--- config.mk ---
export PLATFORM = sky130hd
export DESIGN_NAME = uart_tx_buffered
export DESIGN_NICKNAME = d
export VERILOG_FILES = /design/src/rtl/uart_tx_buffered.sv
export SDC_FILE = /design/constraint.sdc
export NUM_CORES = 1
export LEC_CHECK = 0
export CORE_MARGIN = 8
export CORE_UTILIZATION = 40
export CTS_CLUSTER_SIZE = 14
export DETAILED_ROUTE_END_ITERATION = 10
export PLACE_DENSITY = 0.69
export SLEW_MARGIN = 5
export SYNTH_ARGS = -nofsm -noshare
export SYNTH_HDL_FRONTEND = slang
export SYNTH_SLANG_ARGS = --single-unit
--- constraint.sdc ---
create_clock -name clk -period 3.6 [get_ports clk]
set_input_delay 0.54 -clock clk [delete_from_list [all_inputs] [get_ports clk]]
set_output_delay 0.54 -clock clk [all_outputs]
set_load 0.02 [all_outputs]
--- src/rtl/uart_tx_buffered.sv ---
// Buffered UART transmitter: one-entry holding register feeding an 8N1-style
// framer (start, PAYLOAD_BITS data LSB first, STOP_BITS stop) with registered txd.
module uart_tx_buffered #(
    parameter int BIT_RATE     = 9600,
    parameter int CLK_HZ       = 50_000_000,
    parameter int PAYLOAD_BITS = 8,
    parameter int STOP_BITS    = 1
) (
    input  logic                    clk,
    input  logic                    reset,
    input  logic                    uart_tx_en,
    input  logic                    uart_tx_valid,
    input  logic [PAYLOAD_BITS-1:0] uart_tx_data,
    output logic                    uart_tx_ready,
    output logic                    uart_tx_busy,
    output logic                    uart_txd
);

    localparam int BIT_NS         = 1_000_000_000 / BIT_RATE;
    localparam int CLK_NS         = 1_000_000_000 / CLK_HZ;
    localparam int CYCLES_PER_BIT = BIT_NS / CLK_NS;
    localparam int CNT_W          = 1 + $clog2(CYCLES_PER_BIT);
    localparam int BIT_W          = $clog2(PAYLOAD_BITS + 1);

    localparam logic [CNT_W-1:0] BIT_END  = CNT_W'(CYCLES_PER_BIT - 1);
    localparam logic [CNT_W-1:0] STOP_END = CNT_W'(STOP_BITS * CYCLES_PER_BIT - 1);
    localparam logic [BIT_W-1:0] LAST_BIT = BIT_W'(PAYLOAD_BITS - 1);

    localparam logic [1:0] IDLE  = 2'd0;
    localparam logic [1:0] START = 2'd1;
    localparam logic [1:0] DATA  = 2'd2;
    localparam logic [1:0] STOP  = 2'd3;

    logic [1:0]              state;
    logic [CNT_W-1:0]        cycle_cnt;
    logic [BIT_W-1:0]        bit_cnt;
    logic [BIT_W-1:0]        next_bit;
    logic [PAYLOAD_BITS-1:0] hold_data;
    logic [PAYLOAD_BITS-1:0] shift_reg;
    logic [PAYLOAD_BITS-1:0] shifted;
    logic                    hold_full;
    logic                    txd_q;
    logic                    launch;

    // The frame word stays untouched for the whole frame; bits are picked by index.
    always_comb begin
        next_bit = bit_cnt + BIT_W'(1);
        shifted  = shift_reg >> next_bit;
        launch   = hold_full && uart_tx_en;
    end

    always_ff @(posedge clk) begin
        if (reset) begin
            state     <= IDLE;
            cycle_cnt <= '0;
            bit_cnt   <= '0;
            hold_data <= '0;
            hold_full <= 1'b0;
            shift_reg <= '0;
            txd_q     <= 1'b1;
        end else begin
            // Accept and launch never coincide: accept needs empty, launch needs full.
            if (uart_tx_valid && !hold_full) begin
                hold_data <= uart_tx_data;
                hold_full <= 1'b1;
            end

            case (state)
                IDLE: begin
                    cycle_cnt <= '0;
                    bit_cnt   <= '0;
                    txd_q     <= 1'b1;
                    if (launch) begin
                        state     <= START;
                        shift_reg <= hold_data;
                        hold_full <= 1'b0;
                        txd_q     <= 1'b0;
                    end
                end

                START: begin
                    if (cycle_cnt == BIT_END) begin
                        cycle_cnt <= '0;
                        bit_cnt   <= '0;
                        state     <= DATA;
                        txd_q     <= shift_reg[0];
                    end else begin
                        cycle_cnt <= cycle_cnt + CNT_W'(1);
                    end
                end

                DATA: begin
                    if (cycle_cnt == BIT_END) begin
                        cycle_cnt <= '0;
                        if (bit_cnt == LAST_BIT) begin
                            state <= STOP;
                            txd_q <= 1'b1;
                        end else begin
                            bit_cnt <= next_bit;
                            txd_q   <= shifted[0];
                        end
                    end else begin
                        cycle_cnt <= cycle_cnt + CNT_W'(1);
                    end
                end

                STOP: begin
                    if (cycle_cnt == STOP_END) begin
                        cycle_cnt <= '0;
                        bit_cnt   <= '0;
                        if (launch) begin
                            state     <= START;
                            shift_reg <= hold_data;
                            hold_full <= 1'b0;
                            txd_q     <= 1'b0;
                        end else begin
                            state <= IDLE;
                        end
                    end else begin
                        cycle_cnt <= cycle_cnt + CNT_W'(1);
                    end
                end

                default: begin
                    state <= IDLE;
                    txd_q <= 1'b1;
                end
            endcase
        end
    end

    assign uart_txd      = txd_q;
    assign uart_tx_ready = !hold_full;
    assign uart_tx_busy  = (state != IDLE);

endmodule

==> results.sh <==
export IMPL_post_synth_num_cell_types=38
export IMPL_start_util=0.420
export IMPL_ys_flop_type="dfxtp_1"
export IMPL_dieArea_sq_um=7020
export IMPL_cp_slowest_cell="clkdlybuf4s50_1"
export IMPL_ys_ff_latch=38
export IMPL_port_buffers=14
export IMPL_largest_reg_flops=14
export IMPL_routed_via_density=5.18
export IMPL_grt_max_degree=34
export IMPL_final_util=0.488
export IMPL_synth_fp_nets=219
export IMPL_path_max_fanout=8
export IMPL_drt_wl_total_um=3330
export IMPL_power_per_cell_area_nw_per_um2=546
export IMPL_syn_area_sq_um=1840
export IMPL_peakVddDrop_v=0.000250
export IMPL_final_layout_size_suffix_gt1_frac=0.0734
export IMPL_p_leak_nw=0.745
export IMPL_crit_type="flip-flop to output port"
export IMPL_synth_top_family_by_area="simple AND/OR/NAND/NOR gates"
export IMPL_netlist_instances=201
export IMPL_overflow=0
export IMPL_io_pins=15
export IMPL_drtIter0Drc=80
export IMPL_hold_viol=0
export IMPL_dr_pass1_iters=4
export IMPL_worstSetupStartpointType="flip-flop"
export IMPL_crit_required_ps=3060
export IMPL_fin_crit_ps=2340
export IMPL_antenna_found_initial=0
export IMPL_synth_edff_count=0
export IMPL_synthArstFlopShare=0
export IMPL_antenna_cells=0
export IMPL_yosys_area_share_simple=0.242
export IMPL_synth_seq_area_share=0.414
export IMPL_core_sq_um=4380
export IMPL_track_usage=0.104
export IMPL_nFillCells=415
export IMPL_yosys_area_share_adder=0.0408
export IMPL_synth_mux_area_frac=0.116
export IMPL_yosys_area_share_xor_xnor=0.0524
export IMPL_cp_arrival_ps=1800
export IMPL_syn_avg_cell_area_sq_um=9.15
export IMPL_grt_pass1_wl_um=6030
export IMPL_final_max_slew_viol_count=0
export IMPL_min_from="cycle_cnt[0]"
export IMPL_cts_hold_buf=0
export IMPL_rsz0062_at_grt="false"
export IMPL_vias=1399
export IMPL_layout_commonest_cell="dfxtp_1"
export IMPL_path_cells="inv_1, ha_1, inv_1, clkdlybuf4s50_1"
export IMPL_endpoint_kind="output port"
export IMPL_post_cts_setup_buffers=0
export IMPL_place_hpwl_um=2380
export IMPL_area_growth_pct=16.3
export IMPL_slew_headroom=0.354
export IMPL_antenna_left=0
export IMPL_cpMostUsedCell="inv_1"
export IMPL_cts_max_level=2
export IMPL_chipWidth_um=83.8
export IMPL_rows=24
export IMPL_reg2regPathDepth=5
export IMPL_clockBufferDepth=2
export IMPL_worstSetupStartpoint="state[1]"
export IMPL_cts_inserted_buffers=5
export IMPL_yosysWarnings=0
export IMPL_synth_compound_area_share=0.106
export IMPL_clock_sinks=38
export IMPL_fin_setup_tns_ps=0
export IMPL_insertion_delay_ps=290
export IMPL_setup_viol=0
export IMPL_gp_congestion=0.780
export IMPL_max_cap_viol_count=0
export IMPL_die_h_um=83.8
export IMPL_fin_crit_sh=0.650
export IMPL_status="complete, no violations"
export IMPL_skew_ps=4.39
export IMPL_remaining_drc_errors=0
export IMPL_max_freq_mhz=427
export IMPL_reg2reg_from="cycle_cnt[3]"
export IMPL_cts_tree="built"
export IMPL_cp_slowest_stage_delay_ps=610
export IMPL_cts_resized=0
export IMPL_cts_root_buf="clkbuf_8"
export IMPL_hp_class="flip-flop to flip-flop"
export IMPL_clk_pin_slew_ps=70
export IMPL_min_path_cells=1
export IMPL_wire_per_inst_um=12.3
export IMPL_grt_pass1_vias=1379
export IMPL_worst_slew_pin_slew_ps=967
export IMPL_nets=235
export IMPL_layout_common_cells="38 x dfxtp_1, 25 x nor2_1, 19 x mux2i_1"
through the flow:
step | instance area [sq um] | power (mW) | hold WS [ps] | std cells | setup slack (ps)
after floorplan | 1840 | 0.735 | 418 | 201 | 1590
after global placement | 2030 | 0.816 | 433 | 262 | 1370
after detailed placement | 2030 | 0.821 | 444 | 262 | 1350
after CTS | 2140 | 1.18 | 460 | 270 | 1250
after global routing | 2140 | 1.24 | 495 | 270 | 1180
final | 2140 | 1.17 | 457 | 270 | 1260
synth_stat cells, types with 2 or more instances:
master     n  area [sq um]
nand4_1    3          18.8
and2_1     3          18.8
ha_1       6          75.1
nor2_1    25          93.8
nand2_1   11          41.3
nor3_1     3          15.0
nand2b_1  17           106
nand3_1    6          30.0
mux2i_1   19           190
clkbuf_1   5          18.8
nor2b_1    2          12.5
xor2_1     8          70.1
o21ai_0    9          45.0
inv_1      8          30.0
dfxtp_1   38           761
xnor2_1    3          26.3
a21oi_1   10          50.1
or3_1      4          25.0
a211oi_1   2          15.0
final timing paths:
path                  endpoint  slack [ps]
setup reg to reg      state[0]        1460
hold / removal    cycle_cnt[0]         460
hold reg to reg   cycle_cnt[0]         460
setup / recovery  uart_tx_busy        1260
metal layers:
metal,GRT usage,up-vias,share of wire
li1,-,726,-
met1,0.124,639,0.50
met2,0.156,28,0.43
met3,0.0381,6,0.047
met4,0.0565,0,0.020
met5,0,-,0
area by class of cell:
class | count | area [sq um] | share of cell area
multi-input cells | 149 | 1020 | 0.479
flip-flops and latches | 38 | 761 | 0.356
repair buffers | 15 | 148 | 0.0690
clock buffers | 6 | 72.6 | 0.0339
well taps | 52 | 65.1 | 0.0304
clock inverters | 2 | 37.5 | 0.0176
inverters | 8 | 30.0 | 0.0140
report_power, final:
part           total [mW]  internal [mW]  leakage [nW]  switching (mW)
clock network       0.355          0.207        0.0514           0.149
logic               0.334          0.144         0.385           0.190
registers           0.479          0.454         0.308          0.0242
total                1.17          0.805         0.745           0.363
worst max-delay path: cells and delay by family, from the launching register on:
kind / cells / cell delay (ps)
fa+ha+maj: 1 / 290
flops: 1 / 410
buf+inv: 3 / 830
kinds of logic after synthesis:
family,after synthesis
and+or+nand+nor,82
AOI/OAI and AO/OA,30
buffers and inverters,14
xor gates and xnor gates,11
muxes,20
DFF,38
adders and majority gates,6
No activity file was read; power rests on OpenSTA's default activity.
